<file path="src/rtl/lj_pair_scheduler.sv">
`default_nettype none
// ============================================================================
// lj_pair_scheduler : streams one reference particle against a neighbor list
// into the LJ force pipeline; results are buffered in a credit-guarded FIFO.
// Revision 1.0
// ============================================================================
module lj_pair_scheduler #(
  parameter int ADDR_W       = 12,
  parameter int NUM_W        = 16,
  parameter int PIPE_LATENCY = 24,
  parameter int FIFO_DEPTH   = 32
) (
  input  logic              clock,
  input  logic              resetn,
  input  logic              start,
  input  logic [31:0]       ref_x,
  input  logic [31:0]       ref_y,
  input  logic [31:0]       ref_z,
  input  logic [ADDR_W-1:0] base_addr,
  input  logic [NUM_W-1:0]  num_neighbors,
  output logic              busy,
  output logic              done,
  output logic              nb_rd_en,
  output logic [ADDR_W-1:0] nb_rd_addr,
  input  logic [95:0]       nb_rd_data,
  output logic              pipe_ivalid,
  output logic              pipe_iready,
  output logic [31:0]       pipe_ref_x,
  output logic [31:0]       pipe_ref_y,
  output logic [31:0]       pipe_ref_z,
  output logic [31:0]       pipe_nb_x,
  output logic [31:0]       pipe_nb_y,
  output logic [31:0]       pipe_nb_z,
  input  logic              pipe_ovalid,
  input  logic [127:0]      pipe_force,
  output logic              force_valid,
  output logic [127:0]      force_data,
  output logic              force_last,
  input  logic              force_ready,
  output logic              err_unexpected
);

  localparam int c_ptr_w  = $clog2(FIFO_DEPTH);
  localparam int c_cred_w = $clog2(FIFO_DEPTH + 1);

  localparam logic [1:0] c_st_idle  = 2'd0;
  localparam logic [1:0] c_st_issue = 2'd1;
  localparam logic [1:0] c_st_drain = 2'd2;
  localparam logic [1:0] c_st_done  = 2'd3;

  // A FIFO shallower than the pipeline is legal; issue simply stalls on credits.
  if (FIFO_DEPTH < PIPE_LATENCY) begin : g_reduced_rate
  end

  logic [1:0]          state_q, state_d;
  logic [31:0]         ref_x_q, ref_y_q, ref_z_q;
  logic [ADDR_W-1:0]   base_q;
  logic [NUM_W-1:0]    num_q, issued_q, received_q, popped_q;
  logic [c_cred_w-1:0] credits_q, credits_d;
  logic                ivalid_q;
  logic                err_q;
  logic [c_ptr_w:0]    wptr_q, rptr_q;
  logic [127:0]        mem_q [FIFO_DEPTH];

  logic w_accept, w_rd, w_push, w_pop, w_empty;

  assign w_accept = (state_q == c_st_idle) && start;
  assign w_rd     = (state_q == c_st_issue) && (issued_q < num_q) && (credits_q != '0);
  assign w_empty  = (wptr_q == rptr_q);
  assign w_pop    = !w_empty && force_ready;
  assign w_push   = pipe_ovalid && (state_q != c_st_idle) && (received_q != num_q);

  always_ff @(posedge clock or negedge resetn) begin
    if (!resetn) state_q <= c_st_idle;
    else         state_q <= state_d;
  end

  always_comb begin
    state_d = state_q;
    case (state_q)
      c_st_idle:  if (start) state_d = (num_neighbors == '0) ? c_st_done : c_st_issue;
      c_st_issue: if (w_rd && (issued_q + NUM_W'(1) == num_q)) state_d = c_st_drain;
      c_st_drain: if (popped_q + NUM_W'(w_pop) == num_q) state_d = c_st_done;
      c_st_done:  state_d = c_st_idle;
      default:    state_d = c_st_idle;
    endcase
  end

  always_comb begin
    busy     = 1'b0;
    done     = 1'b0;
    nb_rd_en = 1'b0;
    case (state_q)
      c_st_issue: begin
        busy     = 1'b1;
        nb_rd_en = w_rd;
      end
      c_st_drain: busy = 1'b1;
      c_st_done:  done = 1'b1;
      default:    ;
    endcase
  end

  always_comb begin
    credits_d = credits_q;
    if (w_rd && !w_pop)      credits_d = credits_q - c_cred_w'(1);
    else if (!w_rd && w_pop) credits_d = credits_q + c_cred_w'(1);
  end

  always_ff @(posedge clock or negedge resetn) begin
    if (!resetn) begin
      ref_x_q    <= '0;
      ref_y_q    <= '0;
      ref_z_q    <= '0;
      base_q     <= '0;
      num_q      <= '0;
      issued_q   <= '0;
      received_q <= '0;
      popped_q   <= '0;
      credits_q  <= c_cred_w'(FIFO_DEPTH);
      ivalid_q   <= 1'b0;
      err_q      <= 1'b0;
      wptr_q     <= '0;
      rptr_q     <= '0;
    end else begin
      if (w_accept) begin
        ref_x_q    <= ref_x;
        ref_y_q    <= ref_y;
        ref_z_q    <= ref_z;
        base_q     <= base_addr;
        num_q      <= num_neighbors;
        issued_q   <= '0;
        received_q <= '0;
        popped_q   <= '0;
      end else begin
        if (w_rd)   issued_q   <= issued_q + NUM_W'(1);
        if (w_push) received_q <= received_q + NUM_W'(1);
        if (w_pop)  popped_q   <= popped_q + NUM_W'(1);
      end
      credits_q <= credits_d;
      ivalid_q  <= w_rd;
      err_q     <= err_q | (pipe_ovalid & ~w_push);
      if (w_push) wptr_q <= wptr_q + (c_ptr_w + 1)'(1);
      if (w_pop)  rptr_q <= rptr_q + (c_ptr_w + 1)'(1);
    end
  end

  always_ff @(posedge clock) begin
    if (w_push) mem_q[wptr_q[c_ptr_w-1:0]] <= pipe_force;
  end

  assign nb_rd_addr     = w_rd ? (base_q + ADDR_W'(issued_q)) : '0;
  assign pipe_ivalid    = ivalid_q;
  assign pipe_iready    = 1'b1;
  // Read data arrives one cycle after the strobe, aligned with ivalid_q.
  assign pipe_ref_x     = ivalid_q ? ref_x_q : '0;
  assign pipe_ref_y     = ivalid_q ? ref_y_q : '0;
  assign pipe_ref_z     = ivalid_q ? ref_z_q : '0;
  assign pipe_nb_x      = ivalid_q ? nb_rd_data[31:0]  : '0;
  assign pipe_nb_y      = ivalid_q ? nb_rd_data[63:32] : '0;
  assign pipe_nb_z      = ivalid_q ? nb_rd_data[95:64] : '0;
  assign force_valid    = !w_empty;
  assign force_data     = w_empty ? '0 : mem_q[rptr_q[c_ptr_w-1:0]];
  assign force_last     = !w_empty && (popped_q == num_q - NUM_W'(1));
  assign err_unexpected = err_q;

endmodule
`default_nettype wire

</file>
<file path="config.mk">
export PLATFORM = sky130hd
export DESIGN_NAME = lj_pair_scheduler
export DESIGN_NICKNAME = d
export VERILOG_FILES = /design/src/rtl/lj_pair_scheduler.sv
export SDC_FILE = /design/constraint.sdc
export NUM_CORES = 2
export LEC_CHECK = 0
export ABC_CLOCK_PERIOD_IN_PS = 14400
export CAP_MARGIN = 20
export CORE_MARGIN = 2
export CORE_UTILIZATION = 50
export CTS_CLUSTER_SIZE = 30
export DETAILED_ROUTE_END_ITERATION = 8
export GPL_TIMING_DRIVEN = 1
export PLACE_DENSITY = 0.79
export SKIP_CTS_REPAIR_TIMING = 1
export SLEW_MARGIN = 20
export SYNTH_ARGS = -nofsm -noshare
export SYNTH_HDL_FRONTEND = slang
export SYNTH_SLANG_ARGS = --single-unit
</file>
<file path="constraint.sdc">
create_clock -name clock -period 14.4 [get_ports clock]
set_input_delay 2.88 -clock clock [delete_from_list [all_inputs] [get_ports clock]]
set_output_delay 2.88 -clock clock [all_outputs]
set_load 0.005 [all_outputs]
</file>
# Word level (Yosys, flattened, before mapping)
# Memory sizes are Yosys's and may differ from the RTL's.
# Index checks and enable logic that the tools add are counted.
# totals
ff_bits	194
word_cells	89
ram_bits	4096
output_inout_bits	340
n_memories	1
# mem_list
name	depth	word_bits	read_ports	rd_ports_with_merged_regs	wr	line	source
mem_q	32	128	1	0	1	63	logic [127:0] mem_q [FIFO_DEPTH];
# classes
n_reduce_logical	23
order_cmp	1
bitwise	3
addsub	10
muxes	26
eq_ne	11
# ops
operator	count
32-bit 2-to-1 mux	6
128-bit 2-to-1 mux	1
16-bit 2-to-1 mux	6
16-bit by 1-bit adder with 16-bit output (second input constant)	3
16-bit == test	3
6-bit by 1-bit adder with 6-bit output (second input constant)	3
16-bit by 1-bit adder with 16-bit output	1
16-bit logical NOT	1
16-bit < comparator	1
16-bit inequality test	1
16-bit by 1-bit subtractor with 16-bit output (second input constant)	1
12-bit adder	1
12-bit 2-to-1 mux	1
6-bit 2-to-1 mux	2
1-bit logical AND	10
2-bit nonzero test	5
2-bit 2-to-1 mux	4
2-bit one-hot mux with 4 select lines	1
6-bit == test	1
6-bit nonzero test	1
6-bit by 1-bit subtractor with 6-bit output (second input constant)	1
1-bit 2-to-1 mux	5
2-bit == test (second input constant)	2
2-bit inequality test (second input constant)	2
other kinds (9)	11

# Longest topological paths before layout
# logic_depth
ltp_word	7
mapped_depth	20
ltp_nobuf	18

# Worst setup path after synthesis
# OpenSTA, ideal clock, no wires.
# synth_timing
kind	input to register
start	in pipe_ovalid
end	mem mem_q[30][0] (enable)
arrival_time_ps	9049
cell_stages	5
n_path_buf	2
slack_ps	4733
setup_ps	617
cell_sequence	and3_1 > clkbuf_1 > clkbuf_1 > nand2_1 > nor2_1
# synth_between
elab_chain_cells	4
# synth_lines
item	line	source
start, declared	34	input logic pipe_ovalid,
1-bit logical AND (2 in a row)	71	assign w_push = pipe_ovalid && (state_q != c_st_idle) && (received_q != num_q);
1-bit 2-to-1 mux	149	if (w_push) mem_q[wptr_q[c_ptr_w-1:0]] <= pipe_force;
1-bit 2-to-1 mux (implied by the code)	149	
end, declared	63	
# Every way passes these cells.

# Worst setup path in the final report
# layout_timing
start	reg rptr_q[1]
end	out force_data[28]
# layout_between
elab_chain_cells	2
elab_cells_between_ends	3
cone_classes	eq/ne (1); mux (1); memory (1)
# layout_lines
item	line	source
start, declared	62	logic [c_ptr_w:0] wptr_q, rptr_q;
start signal, assigned	144	if (w_pop) rptr_q <= rptr_q + (c_ptr_w + 1)'(1);
memory 32 x 128 bit or 6-bit == test (tied branches)	-	
128-bit 2-to-1 mux *	163	assign force_data = w_empty ? '0 : mem_q[rptr_q[c_ptr_w-1:0]];
end, declared	37	output logic [127:0] force_data,
# Every way passes the cells marked *; elsewhere a longest branch is shown, timed or not.

==> results by stage <==
Outcome:
- The flow ran to the end, and the final reports show no timing, DRC or antenna violations.

Setup path:
- The worst register-to-register path begins at rptr_q[0]$_DFFE_PN0N_.
- The required time of the worst setup path is about 12 ns.
- The start-to-end type of the worst setup path is reg2out.
- The element type at the critical path end is an output pin.
- In this run the worst path has a maximum fanout of 170.
- The cell with the largest stage delay on the worst path is dfrtp_4.
- The nature of the critical path startpoint is a flip-flop.
- Counting stages on the worst path, the most repeated cell is mux4_2.
- Walking the worst path, the cells encountered are buf_4 -> buf_12 -> mux4_2 -> mux4_2 -> mux2i_1 -> nor2_1 -> clkdlybuf4s50_1.
- For this run, the slowest stage of the critical path takes about 1.1 ns.
- For the worst setup path, the data arrival time is between 6 and 7 ns.
- The launching element of the worst setup path is rptr_q[1]$_DFFE_PN0N_.

Die:
- The die area is 339,000 sq um.
- Row generation in the floorplan step produced around 210 rows.
- The top-level I/O count is 693.
- The die is between 500 and 600 microns wide.
- The starting density of the core is between 50% and 60%.
- The core area is 333,000 sq um.
- The floorplan step set the die height to ~580 microns.

Flow run:
- Across the run, the number of max-cap violations was 0.

Detailed routing:
- The first TritonRoute pass finished after 7 iterations.
- In the final routed layout, each cell accounts on average for 37.9 microns.
- The overall via count from detail_route is 84.6k.
- The count of unresolved DRC violations after routing is 0.
- Once detail routing completed, the nets flagged for antenna violations numbered 0.
- In the detailed route, the total length drawn on met2 is 251 mm.
- Wire segments on met3 add up to 53.7 mm in the final route.
- The iteration-0 DRC count of the detailed router is 13.4k.
- The routed metal-1 wirelength is 164 mm.
- Summed over all layers, the routed wires come to 496 mm.
- The highest routed metal layer is met5.
- The via density per instance is 6.46.

STA:
- Headroom to the max-slew limit came out at 11.5%.
- The fmax is 109 MHz.
- The minimum clock period after layout is 9.16 ns.
- The final critical-path share of the clock period is 63.6%.
- The final max-slew violation count is 0.
- Setup total negative slack on the finished layout was measured at 0 ns.
- At the pin with the least slew margin, the transition time is 1.33 ns.
- The maximum clock skew at final layout is 0.0720 ns.
- The setup-violating endpoint count in the final report is 0.
- The number of hold-slack violations in the final timing report came to 0.
- Setup repair after global routing left no endpoint under its margin.

Yosys:
- The post-synthesis compound-gate area fraction is 0.494%.
- The share of the synthesized area in the top cell type is 73.6%.
- Summed over all instances, the cell type with the most area after synthesis is edfxtp_1.
- For this run, the number of Yosys warnings is 0.
- The cell with the most instances after synthesis is edfxtp_1.
- The synthesized netlist net count is 7,848.
- Counting flops with an async set or reset pin after synthesis yields a share of approximately 4.5%.
- After Yosys synthesis, full adders, half adders and majority gates account for less than 1% of the synthesized area.
- After synthesis, the largest family of logic cells by area is multiplexers.
- The register area share after synthesis is 76.5%.
- Of the total synthesized cell area, the portion taken by XOR and XNOR cells is 0.718%.
- In this run, distinct cell masters in the synthesized netlist total 68.
- After synthesis, the cell types taking the most area are edfxtp_1 74%, mux4_2 17%, dfrtp_1 2.9%, nand2_1 0.91%, mux2i_1 0.77%.
- The synthesized netlist cell count is 7,446.
- The total standard cell area after synthesis is 167,000 sq um.
- The number of synthesized register bits is 4,290.
- The most instantiated flip-flop cell in the synthesis netlist is edfxtp_1.
- Multiplexer cells account for 18.0% of the synthesized area.
- Counting instances in the post-synthesis netlist gives the leading cell types as 4,096 x edfxtp_1, 1,280 x mux4_2, 404 x nand2_1.
- The mean instance size in the synthesized netlist is 22.4 sq um.
- The number of flops mapped to enable cells by yosys is 4,096.
- The simple-gate share of the synthesized area is between 2 and 3%.

Global routing:
- The maximum number of pins on one net before global-route repair is 171.
- The overall routing resource usage is 29.1%.
- The initial antenna violation count is 102.
- The via count of the first global-routing pass is 86.3k.
- The wire length of the first global-routing pass is 686 mm.
- For this run the aggregate overflow at the end of global routing stands at 0.

Hold path:
- The min-delay analysis places its worst path in the category reg2reg.
- The worst hold path begins at ref_y_q[22]$_DFFE_PN0P_.

Clock tree:
- The worst-case clock buffer depth is 4.
- For the worst-skew pair, the clock arrives at the later sink with an insertion delay of 0.99 ns.
- The TritonCTS buffer count is 410.
- The root buffer cell chosen for the clock tree is clkbuf_16.
- The number of H-tree levels is 5.
- The CTS tree is yes.
- After clock tree synthesis, the clock-pin slew on the worst setup and hold paths is around 0.060 ns.
- The clock drives 4,290 sinks.

Placed design:
- The post-DP HPWL is about 250 mm.
- The count of buffers inserted at the top-level ports is just under 700.
- At the end of routability-driven placement, the weighted congestion stood at 1.07.
- The number of cells in the design after placement is approximately 12k.

Cells and area:
- The area growth from synthesis to layout is 15.3%.
- Leaving out filler cells and counting taps, the final layout contains 13.1k.
- The post-route netlist has 24.4% of its cells at a drive strength greater than 1.
- At the end of the flow, the number of nets in the layout was between 8k and 9k.

Power:
- The static leakage power is 61.4 nW.
- The maximum vdd drop is slightly below 0.0002 V.
- The power per standard cell area is 194 nW/um^2.
- The total power draw is roughly 37 mW.
critical path, delay by kind of cell, from the launching register on:
family | cells | cell delay [ns]
simple gates | 1 | 0.13
mux | 3 | 1.78
buf+inv | 3 | 2.09
flops | 1 | 1.07
per-layer routing:
layer  GRT usage [%]  up-vias
met5               0        -
met4            16.2       38
met3            6.58     1009
met2            47.9     6389
met1            36.0    44500
li1                -    32700
path summary, 6_finish.rpt:
| check | cells past startpoint | slack (ns) | end |
|---|---|---|---|
| setup / recovery | 7 | 5.24 | force_data[28] |
| hold / removal | 2 | 0.47 | ref_y_q[22]$_DFFE_PN0P_ |
| setup reg to reg | 16 | 8.65 | state_q[0]$_DFFE_PN0P_ |
| hold reg to reg | 2 | 0.47 | ref_y_q[22]$_DFFE_PN0P_ |
| max in group asynchronous | 2 | 10.86 | ref_z_q[27]$_DFFE_PN0P_ |
| min in group asynchronous | 1 | 1.96 | popped_q[10]$_DFFE_PN0P_ |
layout by cell type, fill, tap and decap left out, types with 39 or more instances in the layout:
cell,netlist,final
nor2_1,226,194
clkbuf_16,0,413
edfxtp_1,4096,4096
diode_2,0,79
and2_1,200,199
clkbuf_1,250,85
clkinv_2,0,89
mux2i_1,129,129
o21ai_0,51,51
nand2_1,404,403
inv_1,39,39
xnor2_1,59,59
clkinv_1,0,88
buf_4,7,105
xor2_1,78,78
clkdlybuf4s50_1,0,660
mux4_2,1280,1280
dfrtp_1,193,187
ha_1,47,47
layout make-up:
type / count / area, sq um
Clock inverter: 265 / 2520
Fill cell: 22700 / 140000
Antenna cell: 79 / 198
Clock buffer: 499 / 10700
Inverter: 40 / 150
Tap cell: 4387 / 5490
Timing Repair Buffer: 831 / 8240
Multi-Input combinational cell: 2704 / 37600
Sequential cell: 4290 / 128000
registers in the layout, summed over array words and instances, names as in the netlist:
name / flops
base_q: 12
credits_q: 6
err_unexpected: 1
issued_q: 16
mem_q: 4096
num_q: 16
pipe_ivalid: 1
popped_q: 16
received_q: 16
ref_x_q: 32
ref_y_q: 32
ref_z_q: 32
rptr_q: 6
state_q: 2
wptr_q: 6
per-stage QoR:
| step | instance area (sq um) | util, % | setup slack [ns] | hold WS, ns |
|---|---|---|---|---|
| after global placement | 179000 | 53.9 | 6.32 | 0.447 |
| after detailed placement | 179000 | 53.9 | 6.35 | 0.458 |
| after floorplan | 167000 | - | 4.73 | 0.438 |
| after CTS | 193000 | 57.8 | 5.29 | 0.473 |
| after global routing | 193000 | 57.8 | 5.24 | 0.486 |
| final | 193000 | 57.9 | 5.24 | 0.469 |
report_power, final:
part           internal, mW  switching [mW]
registers              14.5           0.573
logic                  5.53            6.00
clock network          5.95            4.79
total                  25.9            11.4
kinds of logic after synthesis:
family	count (synthesis)
flip-flops	4290
multiplexers	1409
AND/OR/NAND/NOR	975
buffers and inverters	452
XOR/XNOR	137
AO/OA/AOI/OAI	133
adder cells (fa/ha/maj)	49
other	1
Power figures use the tool's default switching activity.
